### src/rtl/seg7_pkg.sv
// Shared definitions for the multiplexed 7-segment scan driver:
// segment bit positions, the hex glyph table and the scan state encoding.
package seg7_pkg;

  localparam int SEG_A = 0;
  localparam int SEG_B = 1;
  localparam int SEG_C = 2;
  localparam int SEG_D = 3;
  localparam int SEG_E = 4;
  localparam int SEG_F = 5;
  localparam int SEG_G = 6;

  localparam logic [6:0] M_A = 7'(1 << SEG_A);
  localparam logic [6:0] M_B = 7'(1 << SEG_B);
  localparam logic [6:0] M_C = 7'(1 << SEG_C);
  localparam logic [6:0] M_D = 7'(1 << SEG_D);
  localparam logic [6:0] M_E = 7'(1 << SEG_E);
  localparam logic [6:0] M_F = 7'(1 << SEG_F);
  localparam logic [6:0] M_G = 7'(1 << SEG_G);

  // Active-high glyphs; entry 0 is the rightmost element of the concatenation.
  localparam logic [15:0][6:0] HEX_TABLE = {
    M_A | M_E | M_F | M_G,                     // F
    M_A | M_D | M_E | M_F | M_G,               // E
    M_B | M_C | M_D | M_E | M_G,               // d
    M_A | M_D | M_E | M_F,                     // C
    M_C | M_D | M_E | M_F | M_G,               // b
    M_A | M_B | M_C | M_E | M_F | M_G,         // A
    M_A | M_B | M_C | M_D | M_F | M_G,         // 9
    M_A | M_B | M_C | M_D | M_E | M_F | M_G,   // 8
    M_A | M_B | M_C,                           // 7
    M_A | M_C | M_D | M_E | M_F | M_G,         // 6
    M_A | M_C | M_D | M_F | M_G,               // 5
    M_B | M_C | M_F | M_G,                     // 4
    M_A | M_B | M_C | M_D | M_G,               // 3
    M_A | M_B | M_D | M_E | M_G,               // 2
    M_B | M_C,                                 // 1
    M_A | M_B | M_C | M_D | M_E | M_F          // 0
  };

  typedef enum logic [1:0] {
    ST_OFF,
    ST_GAP,
    ST_SHOW
  } scan_state_e;

endpackage

### src/rtl/seg7_hex_decode.sv
// Combinational nibble-to-glyph lookup; output is active-high, polarity is
// applied by the caller.
module seg7_hex_decode
  import seg7_pkg::*;
(
  input  logic [3:0] nibble,
  output logic [6:0] segments
);

  assign segments = HEX_TABLE[nibble];

endmodule

### src/rtl/seg7_scan_driver.sv
// Time-multiplexed N-digit hex display driver with a blanking gap per slot,
// leading-zero suppression and a frame-aligned double-buffered value.
module seg7_scan_driver
  import seg7_pkg::*;
#(
  parameter int N_DIGITS       = 4,
  parameter int REFRESH_DIV    = 50000,
  parameter int BLANK_CYCLES   = 500,
  parameter int SEG_ACTIVE_LOW = 1,
  parameter int COM_ACTIVE_LOW = 1
) (
  input  logic                    clk,
  input  logic                    rst,
  input  logic                    enable,
  input  logic                    load,
  input  logic [4*N_DIGITS-1:0]   value,
  input  logic [N_DIGITS-1:0]     dp_in,
  input  logic                    lz_en,
  output logic [6:0]              seg,
  output logic                    dp,
  output logic [N_DIGITS-1:0]     com,
  output logic                    frame_tick
);

  localparam int DIG_W = (N_DIGITS > 1) ? $clog2(N_DIGITS) : 1;
  localparam int PS_W  = $clog2(REFRESH_DIV);

  localparam logic [PS_W-1:0]     PS_LAST  = PS_W'(REFRESH_DIV - 1);
  localparam logic [PS_W-1:0]     PS_BLANK = PS_W'(BLANK_CYCLES);
  localparam logic [DIG_W-1:0]    DIG_LAST = DIG_W'(N_DIGITS - 1);
  localparam logic                SEG_POL  = (SEG_ACTIVE_LOW != 0);
  localparam logic                COM_POL  = (COM_ACTIVE_LOW != 0);
  localparam logic [6:0]          SEG_INV  = {7{SEG_POL}};
  localparam logic [N_DIGITS-1:0] COM_INV  = {N_DIGITS{COM_POL}};

  scan_state_e                state_q, state_d;
  logic [PS_W-1:0]            prescaler_q, prescaler_d;
  logic [DIG_W-1:0]           digit_q, digit_d;
  logic [4*N_DIGITS-1:0]      active_value_q, active_value_d;
  logic [N_DIGITS-1:0]        active_dp_q, active_dp_d;
  logic [4*N_DIGITS-1:0]      pending_value_q, pending_value_d;
  logic [N_DIGITS-1:0]        pending_dp_q, pending_dp_d;
  logic                       pending_valid_q, pending_valid_d;
  logic [6:0]                 seg_q, seg_d;
  logic                       dp_q, dp_d;
  logic [N_DIGITS-1:0]        com_q, com_d;

  logic [3:0]                 nibbles [N_DIGITS];
  logic [N_DIGITS-1:0]        nib_zero;
  logic [N_DIGITS-1:0]        digit_onehot;
  logic [6:0]                 cur_segments;
  logic                       blank_digit;

  for (genvar gi = 0; gi < N_DIGITS; gi++) begin : g_digit
    assign nibbles[gi]      = active_value_q[4*gi +: 4];
    assign nib_zero[gi]     = (active_value_q[4*gi +: 4] == 4'h0);
    assign digit_onehot[gi] = (digit_q == DIG_W'(gi));
  end

  seg7_hex_decode u_hex_decode (
    .nibble   (nibbles[digit_q]),
    .segments (cur_segments)
  );

  assign frame_tick = (state_q != ST_OFF) && (digit_q == DIG_LAST) && (prescaler_q == PS_LAST);

  // A digit is suppressed when it and every more-significant nibble are zero.
  always_comb begin
    logic zero_run;
    zero_run    = 1'b1;
    blank_digit = 1'b0;
    for (int k = N_DIGITS - 1; k >= 0; k--) begin
      zero_run = zero_run & nib_zero[k];
      if (digit_q == DIG_W'(k)) begin
        blank_digit = lz_en && zero_run && (k != 0);
      end
    end
  end

  always_comb begin
    state_d     = state_q;
    prescaler_d = prescaler_q;
    digit_d     = digit_q;
    if (!enable) begin
      state_d     = ST_OFF;
      prescaler_d = '0;
      digit_d     = '0;
    end else if (state_q == ST_OFF) begin
      state_d     = ST_GAP;
      prescaler_d = '0;
      digit_d     = '0;
    end else begin
      if (prescaler_q == PS_LAST) begin
        prescaler_d = '0;
        digit_d     = (digit_q == DIG_LAST) ? '0 : digit_q + 1'b1;
      end else begin
        prescaler_d = prescaler_q + 1'b1;
      end
      state_d = (prescaler_d < PS_BLANK) ? ST_GAP : ST_SHOW;
    end
  end

  // Swapping only on the frame boundary keeps a frame from mixing two values.
  always_comb begin
    active_value_d  = active_value_q;
    active_dp_d     = active_dp_q;
    pending_value_d = pending_value_q;
    pending_dp_d    = pending_dp_q;
    pending_valid_d = pending_valid_q;
    if (frame_tick && load) begin
      active_value_d  = value;
      active_dp_d     = dp_in;
      pending_valid_d = 1'b0;
    end else if (frame_tick && pending_valid_q) begin
      active_value_d  = pending_value_q;
      active_dp_d     = pending_dp_q;
      pending_valid_d = 1'b0;
    end else if (load) begin
      pending_value_d = value;
      pending_dp_d    = dp_in;
      pending_valid_d = 1'b1;
    end
  end

  always_comb begin
    seg_d = SEG_INV;
    dp_d  = SEG_POL;
    com_d = COM_INV;
    if (enable && (state_q == ST_SHOW) && !blank_digit) begin
      seg_d = cur_segments ^ SEG_INV;
      dp_d  = active_dp_q[digit_q] ^ SEG_POL;
      com_d = digit_onehot ^ COM_INV;
    end
  end

  always_ff @(posedge clk) begin
    if (rst) begin
      state_q         <= ST_GAP;
      prescaler_q     <= '0;
      digit_q         <= '0;
      active_value_q  <= '0;
      active_dp_q     <= '0;
      pending_value_q <= '0;
      pending_dp_q    <= '0;
      pending_valid_q <= 1'b0;
      seg_q           <= SEG_INV;
      dp_q            <= SEG_POL;
      com_q           <= COM_INV;
    end else begin
      state_q         <= state_d;
      prescaler_q     <= prescaler_d;
      digit_q         <= digit_d;
      active_value_q  <= active_value_d;
      active_dp_q     <= active_dp_d;
      pending_value_q <= pending_value_d;
      pending_dp_q    <= pending_dp_d;
      pending_valid_q <= pending_valid_d;
      seg_q           <= seg_d;
      dp_q            <= dp_d;
      com_q           <= com_d;
    end
  end

  assign seg = seg_q;
  assign dp  = dp_q;
  assign com = com_q;

endmodule

### config.mk
export PLATFORM = sky130hd
export DESIGN_NAME = seg7_scan_driver
export DESIGN_NICKNAME = d
export VERILOG_FILES = /design/src/rtl/seg7_pkg.sv /design/src/rtl/seg7_hex_decode.sv /design/src/rtl/seg7_scan_driver.sv
export SDC_FILE = /design/constraint.sdc
export NUM_CORES = 1
export LEC_CHECK = 0
export BUFFER_PORTS_ARGS = -buffer_cell sky130_fd_sc_hd__clkbuf_2
export CORE_AREA = 2 2 110 112
export CTS_CLUSTER_DIAMETER = 60
export DETAILED_ROUTE_END_ITERATION = 6
export DIE_AREA = 0 0 112 114
export SLEW_MARGIN = 20
export SYNTH_ARGS = -nofsm -noshare
export SYNTH_HDL_FRONTEND = slang
export SYNTH_SLANG_ARGS = --single-unit
### constraint.sdc
create_clock -name clk -period 1.94 [get_ports clk]
set_input_delay 0.097 -clock clk [delete_from_list [all_inputs] [get_ports clk]]
set_output_delay 0.097 -clock clk [all_outputs]
set_load 0.01 [all_outputs]
==> run metrics <==
status completed; Synth Area in XOR/XNOR 0.03577; global-route usage over all layers 0.1386; Initial Util 0.2927; Final Cell Area around 4500 µm²; root buffer cell clkbuf_16; final hold violations 0; met3 routed WL approximately 460 µm; Worst Path Arrival between 2000 and 2500 ps; Hold Buf Count CTS 0; Worst path max stage delay around 450 ps; Async SR Flop Fraction 0; Cells after Synth around 370; CP Launch Type flop; CTS tree yes; Nets approximately 480; main flop type after synthesis dfxtp_1; share of layout cells above drive strength 1 0.3206; f_max 524.0 MHz; Max stage delay cell, worst path or3_4; area grow syn2layout 32.37%; relative slew slack 0.6071; Final setup viols 0; Clock Skew about 6 ps; met2 routed WL around 4200 µm; register area around 1500 µm²; CTS H-Tree Depth 3; WP data required between 2000 and 2500 ps; DR iter-0 viols 188; worst skew pair latency roughly 340 ps; minimum hold slack 12.31 ps; initial antenna violation count 0; RSZ-0062 raised after global routing yes; Placed Area slightly above 4000 µm²; Worst Path Buf+Inv 0; area share of and/or/nand/nor cells after synthesis 0.1974; peak supply drop about 0.00032 V; die height between 100 and 150 µm; gpl congestion between 0.8 and 0.9; pwr/cell area around 730 nW/µm²; Avg Inst Size Synth 9.216 µm²; Hold WC Path Type input pin to flop; clk slew on worst S/H paths around 60 ps; CP delay by family, top simple AND/OR/NAND/NOR gates; post-DR wirelength/cell about 15 µm; sequential element share of the synthesized area 0.4263; Worst-Margin Slew ~590 ps; Ports 38; largest family of logic cells by synthesized area simple AND/OR/NAND/NOR gates; CP cell instances nand3_2 -> or3_4 -> nor3_4 -> xor2_2 -> o31ai_4 -> a311o_1; Final Max Slew Viols 0; # rows 40; compound-gate portion of the synthesized area 0.1420; worst setup path category flop to flop; # diodes 0; grt ovf 0; number of enable flip-flop cells after synthesis 0; post-synth cell types slightly below 50; Final period util 0.9837; Fillers around 1200; dpl hpwl around 6100 µm; IO Port Bufs 37; Mapped Area between 3000 and 4000 µm²; multi-input logic area 1924 µm²; max-cap viol count 0; die width 112 µm; Net Count, Synth approximately 410; Synth warnings 0; routed wire length roughly 9000 µm; Top Metal Used met4; Core ar. ~12000 µm²; Clock Sinks 73; post-route ant nets 0; #FFs+latches synth 73; crit path time final ~1900 ps; Lkg Pwr ~1.7 nW; overall power 3.322 mW; global-route wire length before repair 14120 µm; vias in the first global route about 3000; largest net degree at the start of global routing 43; via count about 3000; drt first pass iters 6; die area approximately 13000 µm²; DRC violations left 0; mux share of post-synthesis cell area 0.1128; DR vias/cell between 5 and 6; Crit. End Element flop; clock buffer depth 2; Synth Area in Adders 0.03650; critical path fanouts, max 5; CTS buffer count 9; met1 WL 3927 µm
==> cells in the mapped netlist, types with 6 or more instances <==
| master | number | area share |
|---|---|---|
| xor2_1 | 8 | 0.020 |
| nor2_1 | 47 | 0.051 |
| o21ai_0 | 6 | 0.0088 |
| xnor2_1 | 6 | 0.015 |
| nand3_1 | 7 | 0.010 |
| buf_2 | 12 | 0.018 |
| o221ai_1 | 24 | 0.061 |
| clkbuf_1 | 14 | 0.015 |
| mux2i_1 | 24 | 0.070 |
| mux4_2 | 6 | 0.039 |
| a21oi_1 | 25 | 0.036 |
| nand2_1 | 36 | 0.039 |
| dfxtp_1 | 73 | 0.43 |
| ha_1 | 10 | 0.036 |
| inv_1 | 12 | 0.013 |
==> report_power, final <==
group | leakage (nW) | switching, mW | total, mW | internal (mW)
Clock | 0.138 | 0.618 | 1.64 | 1.02
Sequential | 0.598 | 0.0164 | 1.54 | 1.53
Combinational | 0.974 | 0.0744 | 0.136 | 0.0615
Total | 1.71 | 0.709 | 3.32 | 2.61
==> worst min-delay path, stage by stage <==
cell and delay, ps:
clkbuf_2 90, mux2i_1 60, nor2_1 70
==> layer usage <==
| metal | up-vias | GRT usage |
|---|---|---|
| met5 | - | 0 |
| met2 | 70 | 0.2303 |
| met3 | 10 | 0.03666 |
| met4 | 0 | 0.05528 |
| li1 | 1475 | - |
| met1 | 1435 | 0.1725 |
==> cell families after synthesis <==
| logic type | count (synthesis) |
|---|---|
| fa+ha+maj | 10 |
| compound gates | 71 |
| buf+inv | 39 |
| mux | 31 |
| simple gates | 134 |
| flops | 73 |
| xor+xnor | 14 |
==> placed cells by master, fill, tap and decap left out, drive strengths merged, types with 6 or more instances in the layout <==
master  synthesis  final
dfxtp          73     73
nor2           49     49
buf            13     48
clkbuf         14     48
nand2          36     36
a21oi          25     25
o221ai         24     24
mux2i          24     24
inv            12     12
ha             10     10
o21ai           9      9
nand3           8      8
xor2            8      8
mux4            6      7
xnor2           6      6
nor3            6      6
==> layout make-up <==
class,count,area share
Clock buffer,11,0.05349
Multi-Input combinational cell,261,0.4240
Sequential cell,73,0.3253
Inverter,12,0.009926
Timing Repair Buffer,85,0.1348
Tap cell,147,0.04053
Clock inverter,4,0.01186
==> metrics by stage <==
| stage | cells | TNS [ps] | worst slack (ps) | utilization |
|---|---|---|---|---|
| 2_1_floorplan | 372 | -425.8 | -22.96 | - |
| 5_1_grt | 593 | -152.9 | -37.31 | 0.3875 |
| 6_report | 593 | 0 | 31.64 | 0.3875 |
| 4_1_cts | 588 | -28.84 | -24.07 | 0.3766 |
| 3_5_place_dp | 573 | -160.4 | -31.14 | 0.3495 |
| 3_3_place_gp | 573 | -29.41 | -19.01 | 0.3495 |
==> final timing paths <==
kind,start,endpoint,slack (ps),cells past startpoint
hold / removal,value[15],pending_value_q[15],10,3
setup / recovery,prescaler_q[4],state_q[0],30,6
setup reg to reg,prescaler_q[4],state_q[0],30,6
hold reg to reg,prescaler_q[0],prescaler_q[0],450,1
==> registers in the layout, summed over array words and instances (netlist names), 4 cells and up <==
signal / cells
active_value_q: 16
pending_value_q: 16
prescaler_q: 16
active_dp_q: 4
pending_dp_q: 4
com: 4
seg: 7
==> what timing repair did <==
action,CTS,global route
setup buffers,0,4
setup endpoints to repair,47,48
resized for setup,6,21
gates cloned,0,1
pin swaps,0,6
No activity file was read; power rests on OpenSTA's default activity.
